## src/rtl/mmio_uart_tx_if.sv

```systemverilog
// Core-side bus port of the memory-mapped UART transmitter.
// The memory map drives the request side; the peripheral returns registered read data.
interface mmio_uart_tx_if;
  logic        sel;
  logic [1:0]  offset;
  logic [31:0] write_data;
  logic [3:0]  write_enable;
  logic [31:0] read_data;

  modport master (
    output sel,
    output offset,
    output write_data,
    output write_enable,
    input  read_data
  );

  modport slave (
    input  sel,
    input  offset,
    input  write_data,
    input  write_enable,
    output read_data
  );
endinterface

```

## src/rtl/mmio_uart_tx.sv

```systemverilog
// Memory-mapped 8N1 UART transmitter: byte FIFO, per-frame latched divisor and polled STATUS.
// Register map: 0 DATA, 1 STATUS, 2 DIVISOR, 3 reserved.
module mmio_uart_tx #(
  parameter int unsigned FIFO_DEPTH      = 8,
  parameter int unsigned DEFAULT_DIVISOR = 43
) (
  input  logic          clk,
  input  logic          reset,
  mmio_uart_tx_if.slave bus,
  output logic          uart_tx
);

  localparam int unsigned      PTR_W     = $clog2(FIFO_DEPTH);
  localparam int unsigned      CNT_W     = PTR_W + 1;
  localparam logic [CNT_W-1:0] DEPTH_CNT = CNT_W'(FIFO_DEPTH);
  localparam logic [15:0]      DEF_DIV   = 16'(DEFAULT_DIVISOR);

  typedef enum logic [1:0] {StIdle, StStart, StData, StStop} state_e;

  state_e           state;
  logic [7:0]       fifo_mem [FIFO_DEPTH];
  logic [PTR_W-1:0] wr_ptr;
  logic [PTR_W-1:0] rd_ptr;
  logic [CNT_W-1:0] count;
  logic             overflow;
  logic [15:0]      divisor;
  logic [15:0]      frame_div;
  logic [15:0]      baud_cnt;
  logic [2:0]       bit_cnt;
  logic [7:0]       shift;
  logic [31:0]      read_data_q;

  logic        full;
  logic        empty;
  logic        busy;
  logic        pop;
  logic        push_req;
  logic        push_ok;
  logic        status_wr;
  logic        divisor_wr_en;
  logic [15:0] divisor_wr;
  logic [31:0] status;
  logic [31:0] reg_rdata;
  logic        unused_bits;

  assign unused_bits   = ^{bus.write_data[31:16], bus.write_enable[3:2]};
  assign bus.read_data = read_data_q;

  always_comb begin
    full          = (count == DEPTH_CNT);
    empty         = (count == '0);
    busy          = (state != StIdle);
    // The transmitter takes a byte either from idle or straight out of an expiring stop bit.
    pop           = !empty && ((state == StIdle) || ((state == StStop) && (baud_cnt == '0)));
    push_req      = bus.sel && (bus.offset == 2'd0) && bus.write_enable[0];
    push_ok       = push_req && (!full || pop);
    status_wr     = bus.sel && (bus.offset == 2'd1) && bus.write_enable[0];
    divisor_wr_en = bus.sel && (bus.offset == 2'd2) && (|bus.write_enable[1:0]);
    divisor_wr    = {bus.write_enable[1] ? bus.write_data[15:8] : divisor[15:8],
                     bus.write_enable[0] ? bus.write_data[7:0]  : divisor[7:0]};
    if (divisor_wr == '0) begin
      divisor_wr = 16'd1;
    end
    status = {16'b0, 8'(count), 4'b0, overflow, empty, full, busy};
    case (bus.offset)
      2'd1:    reg_rdata = status;
      2'd2:    reg_rdata = {16'b0, divisor};
      default: reg_rdata = '0;
    endcase
  end

  always_ff @(posedge clk) begin
    if (push_ok) begin
      fifo_mem[wr_ptr] <= bus.write_data[7:0];
    end
  end

  always_ff @(posedge clk or posedge reset) begin
    if (reset) begin
      wr_ptr      <= '0;
      rd_ptr      <= '0;
      count       <= '0;
      overflow    <= 1'b0;
      divisor     <= DEF_DIV;
      read_data_q <= '0;
    end else begin
      if (push_ok) begin
        wr_ptr <= wr_ptr + PTR_W'(1);
      end
      if (pop) begin
        rd_ptr <= rd_ptr + PTR_W'(1);
      end
      count <= count + CNT_W'(push_ok) - CNT_W'(pop);
      if (push_req && !push_ok) begin
        overflow <= 1'b1;
      end else if (status_wr && bus.write_data[3]) begin
        overflow <= 1'b0;
      end
      if (divisor_wr_en) begin
        divisor <= divisor_wr;
      end
      // Reads sample pre-write state, so a read-with-write returns the old value.
      read_data_q <= bus.sel ? reg_rdata : '0;
    end
  end

  always_ff @(posedge clk or posedge reset) begin
    if (reset) begin
      state     <= StIdle;
      frame_div <= DEF_DIV;
      baud_cnt  <= '0;
      bit_cnt   <= '0;
      shift     <= '0;
      uart_tx   <= 1'b1;
    end else begin
      unique case (state)
        StIdle: begin
          uart_tx <= 1'b1;
          if (pop) begin
            shift     <= fifo_mem[rd_ptr];
            frame_div <= divisor;
            baud_cnt  <= divisor - 16'd1;
            state     <= StStart;
            uart_tx   <= 1'b0;
          end
        end
        StStart: begin
          if (baud_cnt == '0) begin
            baud_cnt <= frame_div - 16'd1;
            bit_cnt  <= '0;
            state    <= StData;
            uart_tx  <= shift[0];
          end else begin
            baud_cnt <= baud_cnt - 16'd1;
          end
        end
        StData: begin
          if (baud_cnt == '0) begin
            baud_cnt <= frame_div - 16'd1;
            if (bit_cnt == 3'd7) begin
              state   <= StStop;
              uart_tx <= 1'b1;
            end else begin
              bit_cnt <= bit_cnt + 3'd1;
              shift   <= shift >> 1;
              uart_tx <= shift[1];
            end
          end else begin
            baud_cnt <= baud_cnt - 16'd1;
          end
        end
        StStop: begin
          if (baud_cnt == '0) begin
            if (pop) begin
              // Back-to-back frame: no idle gap, and the divisor is re-latched here.
              shift     <= fifo_mem[rd_ptr];
              frame_div <= divisor;
              baud_cnt  <= divisor - 16'd1;
              state     <= StStart;
              uart_tx   <= 1'b0;
            end else begin
              state <= StIdle;
            end
          end else begin
            baud_cnt <= baud_cnt - 16'd1;
          end
        end
        default: begin
          state   <= StIdle;
          uart_tx <= 1'b1;
        end
      endcase
    end
  end

endmodule

```

## src/flat_wrapper.sv

```systemverilog
// flat-port wrapper written by rule: the top's interface ports become plain ports
module mmio_uart_tx_flat 
#(
  parameter int unsigned FIFO_DEPTH      = 8,
  parameter int unsigned DEFAULT_DIVISOR = 43
)
  (clk, reset, uart_tx, bus_sel, bus_offset, bus_write_data, bus_write_enable, bus_read_data);
  mmio_uart_tx_if bus_i ();
  input  logic clk;
  input  logic reset;
  output logic uart_tx;
  input wire logic [$bits(bus_i.sel)-1:0] bus_sel;
  input wire logic [$bits(bus_i.offset)-1:0] bus_offset;
  input wire logic [$bits(bus_i.write_data)-1:0] bus_write_data;
  input wire logic [$bits(bus_i.write_enable)-1:0] bus_write_enable;
  output wire logic [$bits(bus_i.read_data)-1:0] bus_read_data;
  assign bus_i.sel = bus_sel;
  assign bus_i.offset = bus_offset;
  assign bus_i.write_data = bus_write_data;
  assign bus_i.write_enable = bus_write_enable;
  assign bus_read_data = bus_i.read_data;
  mmio_uart_tx #(.FIFO_DEPTH(FIFO_DEPTH), .DEFAULT_DIVISOR(DEFAULT_DIVISOR)) u_core (.clk(clk), .reset(reset), .bus(bus_i), .uart_tx(uart_tx));
endmodule
```

## config.mk

```make
export PLATFORM = sky130hd
export DESIGN_NAME = mmio_uart_tx_flat
export DESIGN_NICKNAME = d
export VERILOG_FILES = /design/src/rtl/mmio_uart_tx_if.sv /design/src/rtl/mmio_uart_tx.sv /design/src/flat_wrapper.sv
export SDC_FILE = /design/constraint.sdc
export NUM_CORES = 1
export LEC_CHECK = 0
export ABC_AREA = 1
export BUFFER_PORTS_ARGS = -buffer_cell sky130_fd_sc_hd__buf_2
export CAP_MARGIN = 15
export CORE_MARGIN = 1
export CORE_UTILIZATION = 30
export DETAILED_ROUTE_END_ITERATION = 8
export HOLD_SLACK_MARGIN = 0.02
export PLACE_DENSITY = 0.46
export SLEW_MARGIN = 25
export SYNTH_ARGS = -nofsm -noshare
export SYNTH_HDL_FRONTEND = slang
export SYNTH_SLANG_ARGS = --single-unit
```

## constraint.sdc

```tcl
create_clock -name clk -period 5.79 [get_ports clk]
set_input_delay 0.2895 -clock clk [delete_from_list [all_inputs] [get_ports clk]]
set_output_delay 0.2895 -clock clk [all_outputs]
set_load 0.05 [all_outputs]
```

## Word level (Yosys, flattened, before mapping)

Memory sizes are Yosys's and may differ from the RTL's.
Index checks and enable logic that the tools add are counted.
Widths: inputs -> output; s select.

- Bits in registers: 105
- RAM bits: 64
- Input port bits: 41
- Output and inout bits: 33
- Logic and storage cells: 107
- Memories kept: 1

- $add $sub $neg: 8
- Eq/ne operators: 14
- Multiplexer cells: 39
- Reductions and logical operators: 33

Memory list:

| memory | depth | width | read ports | clocked after Yosys merged registers in | write ports | RTL line | source |
|---|---|---|---|---|---|---|---|
| u_core.fifo_mem | 8 | 8 | 1 | 0 | 1 | mmio_uart_tx.sv:21 | `logic [7:0] fifo_mem [FIFO_DEPTH];` |

Operator list:

| operator | count |
|---|---|
| $mux 16 | 7 |
| $pmux 16 s2 | 2 |
| $mux 8 | 6 |
| $pmux 16 s3 | 1 |
| $sub 16x1->16 const B | 3 |
| $logic_not 16->1 | 2 |
| $pmux 8 s3 | 1 |
| $reduce_and 4->1 | 3 |
| $logic_and 1x1->1 | 11 |
| $mux 1 | 11 |
| $mux 2 | 5 |
| $ne 2x1->1 const B | 5 |
| $add 3x1->3 const B | 3 |
| $mux 3 | 3 |
| $pmux 2 s4 | 1 |
| $reduce_bool 2->1 | 4 |
| $eq 2x2->1 const B | 3 |
| $pmux 3 s2 | 1 |
| $reduce_and 5->1 | 1 |
| $add 4x1->4 | 1 |
| $eq 2x1->1 const B | 2 |
| $eq 4x4->1 const B | 1 |
| $logic_not 2->1 | 2 |
| $logic_not 4->1 | 1 |
| 9 further kinds | 14 |

## Depth between registers and ports, before layout

Gate-level depths: netlist (run 1).

- Depth in word-level cells: 9
- Mapped depth: 14
- Gate-level depth less buffers: 14

## Worst setup path after synthesis (run 1)

No wires, ideal clock.

- Path type: flip-flop to flip-flop
- From: reg u_core.baud_cnt[0]
- To: reg u_core.count[2]
- Setup time: 0.123 ns
- Data arrival time: 2.352 ns
- Required time: 5.667 ns
- Setup slack: 3.316 ns
- Cell stages (with the launch flop): 14
- Buffers on the path: 1
- Clock period less this slack: 2.474 ns
- Cell sequence: dfrtp_1 -> inv_1 -> ha_1 -> nand2_2 -> nor2_4 -> nand3_4 -> a21oi_2 -> buf_2 -> ha_1 -> inv_1 -> ha_1 -> inv_1 -> fa_1 -> xnor2_1

- Cells in the longest elaborated chain, start to end: 8

RTL lines:

| element | RTL line | source |
|---|---|---|
| from (decl) | mmio_uart_tx.sv:28 | `logic [15:0] baud_cnt;` |
| from (signal assigned) | mmio_uart_tx.sv:122 | `baud_cnt <= divisor - 16'd1;` |
| from (signal assigned) | mmio_uart_tx.sv:129 | `baud_cnt <= frame_div - 16'd1;` |
| from (signal assigned) | mmio_uart_tx.sv:134 | `baud_cnt <= baud_cnt - 16'd1;` |
| $logic_not 16->1 * | mmio_uart_tx.sv:54 | `pop = !empty && ((state == StIdle) \|\| ((state == StStop) && (baud_cnt == '0)));` |
| $logic_and 1x1->1 * | mmio_uart_tx.sv:54 |  |
| $logic_or 1x1->1 * | mmio_uart_tx.sv:54 |  |
| $logic_and 1x1->1 * | mmio_uart_tx.sv:54 |  |
| $logic_or 1x1->1 | mmio_uart_tx.sv:56 | `push_ok = push_req && (!full \|\| pop);` |
| $logic_and 1x1->1 | mmio_uart_tx.sv:56 |  |
| $add 4x1->4 | mmio_uart_tx.sv:93 | `count <= count + CNT_W'(push_ok) - CNT_W'(pop);` |
| $sub 4x1->4 * | mmio_uart_tx.sv:93 |  |
| to (signal assigned) | mmio_uart_tx.sv:93 |  |
| to (decl) | mmio_uart_tx.sv:24 | `logic [CNT_W-1:0] count;` |

Mark *: on every way between the ends. The rest lies on a longest branch, timed or not.
A chain may end at the register's enable or synchronous reset.

## Worst setup path in the final report (run 1)

- From: reg u_core.state[0]
- To: mem u_core.fifo_mem[1][3], enable pin

- Cells in the longest elaborated chain, start to end: 8
- Elaborated cells on any way between the ends: 9
- Classes of those cells: 1 x eq/ne; 2 x mux; 6 x reduce/logical

RTL lines:

| element | RTL line | source |
|---|---|---|
| from (decl) | mmio_uart_tx.sv:20 | `state_e state;` |
| from (signal assigned) | mmio_uart_tx.sv:109 | `state <= StIdle;` |
| from (signal assigned) | mmio_uart_tx.sv:123 | `state <= StStart;` |
| from (signal assigned) | mmio_uart_tx.sv:131 | `state <= StData;` |
| $eq 2x2->1 | mmio_uart_tx.sv:54 |  |
| $logic_and 1x1->1 | mmio_uart_tx.sv:54 |  |
| $logic_or 1x1->1 * | mmio_uart_tx.sv:54 |  |
| $logic_and 1x1->1 * | mmio_uart_tx.sv:54 |  |
| $logic_or 1x1->1 * | mmio_uart_tx.sv:56 |  |
| $logic_and 1x1->1 * | mmio_uart_tx.sv:56 |  |
| named net u_core.push_ok | mmio_uart_tx.sv:38 | `logic push_ok;` |
| $mux 1 * | mmio_uart_tx.sv:73 | `if (push_ok) begin` |
| $mux 1 (not written as such) * | mmio_uart_tx.sv:74 | `fifo_mem[wr_ptr] <= bus.write_data[7:0];` |
| to (decl) | mmio_uart_tx.sv:21 |  |

The timed path passes the listed nets; every way through them passes the cells marked *.

==> results.cfg, run 1 <==
[floorplanning]
coreArea_mm2 = 0.0262
start_util = 0.307
die_w_um = 166
rows = 59
ioPinCount = 74
die_area_mm2 = 0.0275
die_h_um = 166

[sta]
finalSetupViolations = 0
final_hold_viol_count = 0
slew_violations = 0
fin_crit_sh = 0.525
fin_skew_ns = 0.0173
relSlewSlack = 0.380
finalSetupTns_ns = 0
tightest_slew_ns = 0.925
period_needed_ns = 3.04
rsz0062_at_grt = false
clock.fmax_ghz = 0.329

[synth]
synth_edf_count = 64
synth-seq-cells = 153
synth_top_area_frac = 0.249
yosysWarnings = 0
synth_most_common_cell = nand2_1
async_flop_share = 0.582
synth_ff_type = dfrtp_1
avgSynthCellArea_um2 = 8.65
synth_top_area_cell = dfrtp_1
ys_types = 43
ys_seq_area_frac = 0.517
synthesis.area_mm2 = 0.00804
synthTopCellsByArea = dfrtp_1 (25%), edfxtp_1 (24%), nand2_1 (9.4%)
yosys-top-cells-count = nand2_1 (201), nor2_1 (125), o21ai_0 (99)
synthCells = 929

[final_layout]
final_cell_area_mm2 = 0.00911
drive_gt1_frac = 0.120
area_growth_pct = 13.3
diodes = 0
fin_nets = 1025

[worst_setup_path]
reg2reg_from = u_core.state[0]
cp_max_fo = 16
cp_slowest_cell = nor2_1
crit_chain = ha_1 -> nand3_4 -> nand2_2 -> nand2_4 -> nand2_2 -> nand2_2 -> inv_2 -> nand2_1 -> nor2_1
worst-setup-path-type = reg2reg
cpPeakStageDelay_ns = 0.71
r2r_setup_slack_ns = 2.75
r2r-end = u_core.fifo_mem[1][3]
cp-start-kind = flop
cp.required_ns = 5.84
cp.depth = 9
r2r_cells = 9
path_common_cell = nand2_2
cp.arrival_ns = 3.09
setup.worst_path.end = u_core.fifo_mem[1][3]
crit_path_start = u_core.state[0]
cp_top_family = simple AND/OR/NAND/NOR gates
path_buf_inv = 1
end_kind = flop

[global_routing]
grt_usage = 0.157
antenna_found_initial = 0
grt_pass1_wl_um = 33500
grt_pass1_vias = 6029
overflow = 0
grt_max_degree = 73

[place]
gp_congestion = 0.838
place_area_mm2 = 0.00849
portBuffers = 39
hpwl_um = 14500

[hold_path]
hp-class = in2reg

[status]
violations = design-rule violations
status = finished, violations left

[drt]
wl_per_cell_um = 15.8
antenna_left = 0
wirelength_um = 20700
via_count = 6246
vias_per_cell = 4.77
dr.pass1.iters = 9
drc = 10
drt_iter0_drc = 484

[power_and_ir_drop]
p_leak_nw = 3.90
p_per_area_mw_per_mm2 = 333
irDropWorstVdd_mv = 0.175

[cts]
cts_buffers = 17
post_cts_resize_count = 0
cts_setup_buffers = 0
clk_pin_slew_ns = 0.08
clk_path_buf_depth = 2
cts_tree = done
cts_hold_buf = 1
clock_sinks = 153
htree_levels = 4
insertion_delay_ns = 0.43
clockRootBuffer = clkbuf_16

[flow_run]
max-cap-violations = 0
==> through the flow <==
stage	power [mW]	std cells	hold WS (ns)	setup slack (ns)	util
6_report	3.03	1309	0.159	2.75	0.348
5_1_grt	3.20	1309	0.149	2.45	0.348
4_1_cts	3.06	1309	0.150	2.73	0.347
3_5_place_dp	1.94	1276	0.256	2.75	0.324
3_3_place_gp	1.93	1276	0.257	2.78	0.324
2_1_floorplan	1.79	944	0.388	3.21	-
==> where the power goes <==
part           switching [mW]  internal (mW)  total, mW
clock network           0.535          0.582       1.12
logic                   0.351          0.186      0.537
registers               0.120           1.26       1.38
total                    1.01           2.03       3.03
==> layout make-up <==
type | instances | area (um^2)
Tap cell | 335 | 419
Inverter | 77 | 292
Multi-Input combinational cell | 669 | 3410
Fill cell | 2727 | 17100
Sequential cell | 153 | 4160
Clock inverter | 15 | 175
Timing Repair Buffer | 43 | 231
Clock buffer | 17 | 425
==> kinds of logic (layout without fill, tap and decap cells) <==
group	Yosys count	after routing	synth area share
AND/OR/NAND/NOR	416	416	0.218
AO/OA/AOI/OAI	187	187	0.130
flip-flops	153	153	0.517
buffers and inverters	122	152	0.0672
adder cells (fa/ha/maj)	23	23	0.0367
XOR/XNOR	23	23	0.0251
multiplexers	4	4	0.00498
other	1	16	0.000466
==> worst min path at each step <==
stage                           start                    end  slack [ns]  cells past startpoint
floorplan           bus_write_data[0]  u_core.fifo_mem[0][0]        0.39                      0
global placement                reset      u_core.bit_cnt[0]        0.26                      2
detailed placement              reset        u_core.shift[5]        0.26                      2
CTS                 bus_write_data[6]  u_core.fifo_mem[4][6]        0.15                      1
global route        bus_write_data[6]  u_core.fifo_mem[4][6]        0.15                      1
finish              bus_write_data[6]  u_core.fifo_mem[4][6]        0.16                      1
==> per-layer routing <==
metal  GRT usage  part of all wire
met1       0.230              0.52
met2       0.239              0.44
met3      0.0270             0.027
met4      0.0366            0.0066
met5           0                 0
==> state kept, by name, summed over array words and instances, names as in the netlist, 3 cells and up <==
signal / flops
u_core.divisor: 16
u_core.wr_ptr: 3
u_core.count: 4
u_core.frame_div: 16
u_core.rd_ptr: 3
u_core.shift: 8
u_core.baud_cnt: 16
u_core.fifo_mem: 64
u_core.bit_cnt: 3
u_core.bus.read_data: 16
==> layout by cell type, fill, tap and decap left out, types with 5 or more instances in the layout <==
master and count:
nand2_1 201, nor2_1 125, o21ai_0 99, dfrtp_1 80, inv_1 73, edfxtp_1 64, nand3_1 53, buf_2 39
a21oi_1 30, ha_1 22, clkbuf_16 17, o22ai_1 16, conb_1 16, xor2_1 15, o21ai_1 14, o21ai_2 9
dfstp_2 9, nand2_2 8, o211ai_1 8, nor3_1 8, xnor2_1 8, nand4_1 6, clkinv_8 5
(Power assumes the default switching activity.)
==> run 2, diff against run 1 <==
==> constraint.sdc (replaced) <==
create_clock -name clk -period 3.1 [get_ports clk]
set_input_delay 0.155 -clock clk [delete_from_list [all_inputs] [get_ports clk]]
set_output_delay 0.155 -clock clk [all_outputs]
set_load 0.05 [all_outputs]
==> results.cfg, run 2 (same netlist as run 1, synthesis figures left out) <==
[floorplanning]
start_util = 0.307
rows = 59
die_h_um = 166
die_area_mm2 = 0.0275
coreArea_mm2 = 0.0262
die_w_um = 166
ioPinCount = 74

[sta]
rsz0062_at_grt = false
finalSetupTns_ns = 0
period_needed_ns = 2.47
final_hold_viol_count = 0
slew_violations = 0
fin_crit_sh = 0.797
fin_skew_ns = 0.0141
finalSetupViolations = 0
clock.fmax_ghz = 0.405
relSlewSlack = 0.517
tightest_slew_ns = 0.724

[cts]
clk_pin_slew_ns = 0.07
clockRootBuffer = clkbuf_16
htree_levels = 4
cts_tree = done
clk_path_buf_depth = 2
clock_sinks = 153
cts_hold_buf = 1
cts_buffers = 17
post_cts_resize_count = 0
cts_setup_buffers = 0
insertion_delay_ns = 0.43

[global_routing]
busiest_layer = met2
grt_util_met1 = 0.222
grt_pass1_wl_um = 33700
grt_pass1_vias = 6181
antenna_found_initial = 0
grt_usage = 0.156
grt_max_degree = 76
use_met3 = 0.0251
overflow = 0
grt_use_met2 = 0.244

[drt]
antenna_left = 0
via_count = 6256
wirelength_um = 20600
vias_per_cell = 4.72
drt_iter0_drc = 396
dr.pass1.iters = 7
drc = 10
wl_per_cell_um = 15.6

[worst_setup_path]
cp_max_fo = 5
cp.required_ns = 3.42
worst-setup-path-type = reg2reg
end_kind = flop
cp-start-kind = flop
cp.arrival_ns = 2.79

[flow_run]
max-cap-violations = 0

[final_layout]
mostFrequentLayoutCells = nand2_1 (201), nor2_1 (125), o21ai_0 (99)
fin_nets = 1041
drive_gt1_frac = 0.133
diodes = 0
layout_commonest_cell = nand2_1
area_growth_pct = 14.6
fillerInstances = 2731
top_register = u_core.fifo_mem
largest_reg_flops = 64

[power_and_ir_drop]
p_int_mw = 3.87
irDropWorstVdd_mv = 0.349
pwr-share-seq = 0.452
power_mw = 5.69
p_comb_frac = 0.179
p_per_area_mw_per_mm2 = 617
power.share.clock = 0.369
p_switching_mw = 1.82
p_leak_nw = 3.99
swShare = 0.320

[hold_path]
hp-class = in2reg

[place]
gp_congestion = 0.846
hpwl_um = 14700
portBuffers = 39

[status]
violations = design-rule violations
status = finished, violations left
-- run 2: cell count changes in the layout (fill, tap and decap cells not counted), sizes merged --
cell | previous run | this run
clkbuf | 17 | 20
buf | 42 | 58
inv | 81 | 85
clkinv | 11 | 4
-- run 2: worst paths after layout --
kind,startpoint,to,slack (ns),cells past startpoint
worst max register to register,u_core.baud_cnt[0],u_core.count[2],0.63,12
worst min register to register,u_core.shift[2],u_core.shift[2],0.48,2
worst max-delay path,u_core.baud_cnt[0],u_core.count[2],0.63,12
max in group asynchronous,reset,u_core.baud_cnt[10],1.95,4
worst min-delay path,bus_write_data[6],u_core.fifo_mem[4][6],0.02,1
min in group asynchronous,reset,u_core.bit_cnt[2],0.40,3
-- run 2: layout make-up --
type	count	area [um^2]	area share
flip-flops and latches	153	4160	0.451
well taps	335	419	0.0455
clock buffers	20	479	0.0520
repair buffers	59	348	0.0377
multi-input cells	669	3400	0.368
inverters	77	294	0.0319
clock inverters	12	119	0.0129
-- run 2: layer usage --
| metal | share of wire | wire length, um |
|---|---|---|
| met1 | 0.51 | 10600 |
| met2 | 0.45 | 9200 |
| met3 | 0.029 | 602 |
| met4 | 0.012 | 240 |
| met5 | 0 | 0 |
-- run 2: power groups by stage --
stage | Clock [mW] | Sequential [mW] | Combinational (mW)
global placement | 0 | 2.61 | 1.01
floorplan | 0 | 2.59 | 0.756
detailed placement | 0 | 2.61 | 1.02
CTS | 2.14 | 2.57 | 1.03
finish | 2.10 | 2.57 | 1.02
global route | 2.23 | 2.61 | 1.18
-- run 2: through the flow --
step	area, um^2	setup slack, ns	util	hold slack (ns)	std cells
floorplan	8100	0.626	-	0.254	944
global placement	8600	0.689	0.328	0.459	1292
detailed placement	8600	0.661	0.328	0.457	1292
CTS	9210	0.644	0.352	0.0228	1325
global route	9220	0.500	0.352	0.0333	1325
finish	9220	0.629	0.352	0.0245	1325
-- run 2: critical path, cell delays in order, from the launching register on --
cell and delay (ns):
dfrtp_1 0.37, inv_1 0.14, ha_1 0.22, nand2_2 0.08, nor2_4 0.14, nand3_4 0.14
a21oi_2 0.19, ha_1 0.25, inv_1 0.05, ha_1 0.16, inv_1 0.06, fa_1 0.41
xnor2_1 0.14
==> run 3, diff against run 2 <==
--- a/config.mk
+++ b/config.mk
@@ -12,7 +12,7 @@
 export CORE_UTILIZATION = 30
 export DETAILED_ROUTE_END_ITERATION = 8
 export HOLD_SLACK_MARGIN = 0.02
-export PLACE_DENSITY = 0.46
+export PLACE_DENSITY = 0.48
 export SLEW_MARGIN = 25
 export SYNTH_ARGS = -nofsm -noshare
 export SYNTH_HDL_FRONTEND = slang
==> constraint.sdc (replaced) <==
create_clock -name clk -period 2.1 [get_ports clk]
set_input_delay 0.105 -clock clk [delete_from_list [all_inputs] [get_ports clk]]
set_output_delay 0.105 -clock clk [all_outputs]
set_load 0.05 [all_outputs]
==> results.cfg, run 3 (same netlist as run 1, synthesis figures left out) <==
[floorplanning]
die_area_mm2 = 0.0275
rows = 59
coreArea_mm2 = 0.0262
die_h_um = 166
ioPinCount = 74
start_util = 0.307
die_w_um = 166

[hold_path]
hp-class = in2reg
worstHoldPathCells = 1
holdPathEnd = u_core.fifo_mem[7][5]
hold_path_startpoint = bus_write_data[5]

[sta]
slew_violations = 0
rsz0062_at_grt = true
tightest_slew_ns = 0.669
fin_skew_ns = 0.0190
fin_ws_ns = -0.0940
finalSetupTns_ns = -0.125
final_hold_viol_count = 0
period_needed_ns = 2.19
relSlewSlack = 0.553
clock.fmax_ghz = 0.456
fin_crit_sh = 1.04
finalSetupViolations = 6

[cts]
cts_buffers = 17
cts_tree = done
clk_pin_slew_ns = 0.07
clock_sinks = 153
insertion_delay_ns = 0.43
htree_levels = 4
clk_path_buf_depth = 2
clockRootBuffer = clkbuf_16

[final_layout]
fillerInstances = 2675
largest_reg_flops = 64
diodes = 0
top_register = u_core.fifo_mem
drive_gt1_frac = 0.213
mostFrequentLayoutCells = nand2_1 (195), nor2_1 (109), o21ai_0 (97)
area_growth_pct = 23.8
fin_util = 0.380
fin_nets = 1104
layout_commonest_cell = nand2_1

[global_routing]
overflow = 0
grt_pass1_wl_um = 35100
grt_max_degree = 42
grt_usage = 0.163
antenna_found_initial = 0
grt_pass1_vias = 6320

[power_and_ir_drop]
p_leak_nw = 4.29
p_per_area_mw_per_mm2 = 888
irDropWorstVdd_mv = 0.518

[drt]
via_count = 6531
antenna_left = 0
wl_per_cell_um = 15.9
drt_iter0_drc = 496
wirelength_um = 22000
dr.pass1.iters = 7
vias_per_cell = 4.71
drc = 4

[place]
portBuffers = 39
gp_congestion = 0.839
place_worst_setup_slack_ns = -0.133
hpwl_um = 16200

[worst_setup_path]
r2r-end = u_core.count[1]
cp.required_ns = 2.42
path_buf_inv = 3
crit_chain = nor2_2 -> nand2_2 -> nor2_4 -> nand3_4 -> a21oi_4 -> ha_4 -> inv_2 -> ha_4 -> inv_2 -> fa_2 -> inv_1
worst-setup-path-type = reg2reg
cp_max_fo = 4
cpPeakStageDelay_ns = 0.51
end_kind = flop
cp.arrival_ns = 2.52
r2r_setup_slack_ns = -0.09
r2r_cells = 11
cp-start-kind = flop
cp_slowest_cell = fa_2
cp_top_family = adder cells
reg2reg_from = u_core.baud_cnt[4]

[status]
status = finished, violations left
violations = design-rule violations, negative setup slack

[flow_run]
max-cap-violations = 0
run 3: timing repair:
item,CTS,global route
setup endpoints to repair,66,84
endpoints found under the hold margin,38,0
buffers inserted,5,6
hold buffers,6,0
resized for setup,3,34
gates cloned,0,1
pin swaps,4,8
run 3: area by class of cell:
type                    count  area, um^2  share of cell area
clock buffers              17         425              0.0427
clock inverters            15         158              0.0158
inverters                  77         295              0.0297
multi-input cells         670        3590               0.361
flip-flops and latches    153        4160               0.418
well taps                 335         419              0.0421
repair buffers            121         903              0.0907
run 3: worst max-delay path by stage:
stage / slack, ns / startpoint / cells past startpoint / end
2_1_floorplan: -0.15 / u_core.baud_cnt[5] / 12 / u_core.count[2]
3_3_place_gp: -0.12 / u_core.baud_cnt[10] / 11 / u_core.count[2]
3_5_place_dp: -0.13 / u_core.baud_cnt[10] / 11 / u_core.count[2]
4_1_cts: -0.06 / u_core.baud_cnt[1] / 12 / u_core.count[2]
5_1_grt: -0.15 / u_core.baud_cnt[12] / 11 / u_core.count[1]
6_report: -0.09 / u_core.baud_cnt[4] / 11 / u_core.count[1]
run 3: layer usage:
layer | GRT usage | vias to the layer above | wire (um)
met2 | 0.255 | 123 | 9890
met3 | 0.0229 | 14 | 761
met5 | 0 | - | 0
li1 | - | 3297 | -
met1 | 0.236 | 3097 | 11200
met4 | 0.0443 | 0 | 204
run 3: stage by stage:
stage | cells | hold slack (ns) | area, um^2 | power, mW
6_report | 1388 | 0.0278 | 9950 | 8.84
3_3_place_gp | 1340 | 0.233 | 9100 | 5.75
5_1_grt | 1388 | 0.0240 | 9950 | 9.34
4_1_cts | 1383 | 0.0210 | 9790 | 8.88
3_5_place_dp | 1340 | 0.237 | 9100 | 5.75
2_1_floorplan | 944 | 0.204 | 8180 | 5.00
run 3: where the power goes:
part / total (mW) / internal [mW] / leakage, nW / switching [mW]
combinational: 2.03 / 0.806 / 2.40 / 1.22
sequential: 3.74 / 3.47 / 1.60 / 0.266
clock: 3.07 / 1.69 / 0.288 / 1.38
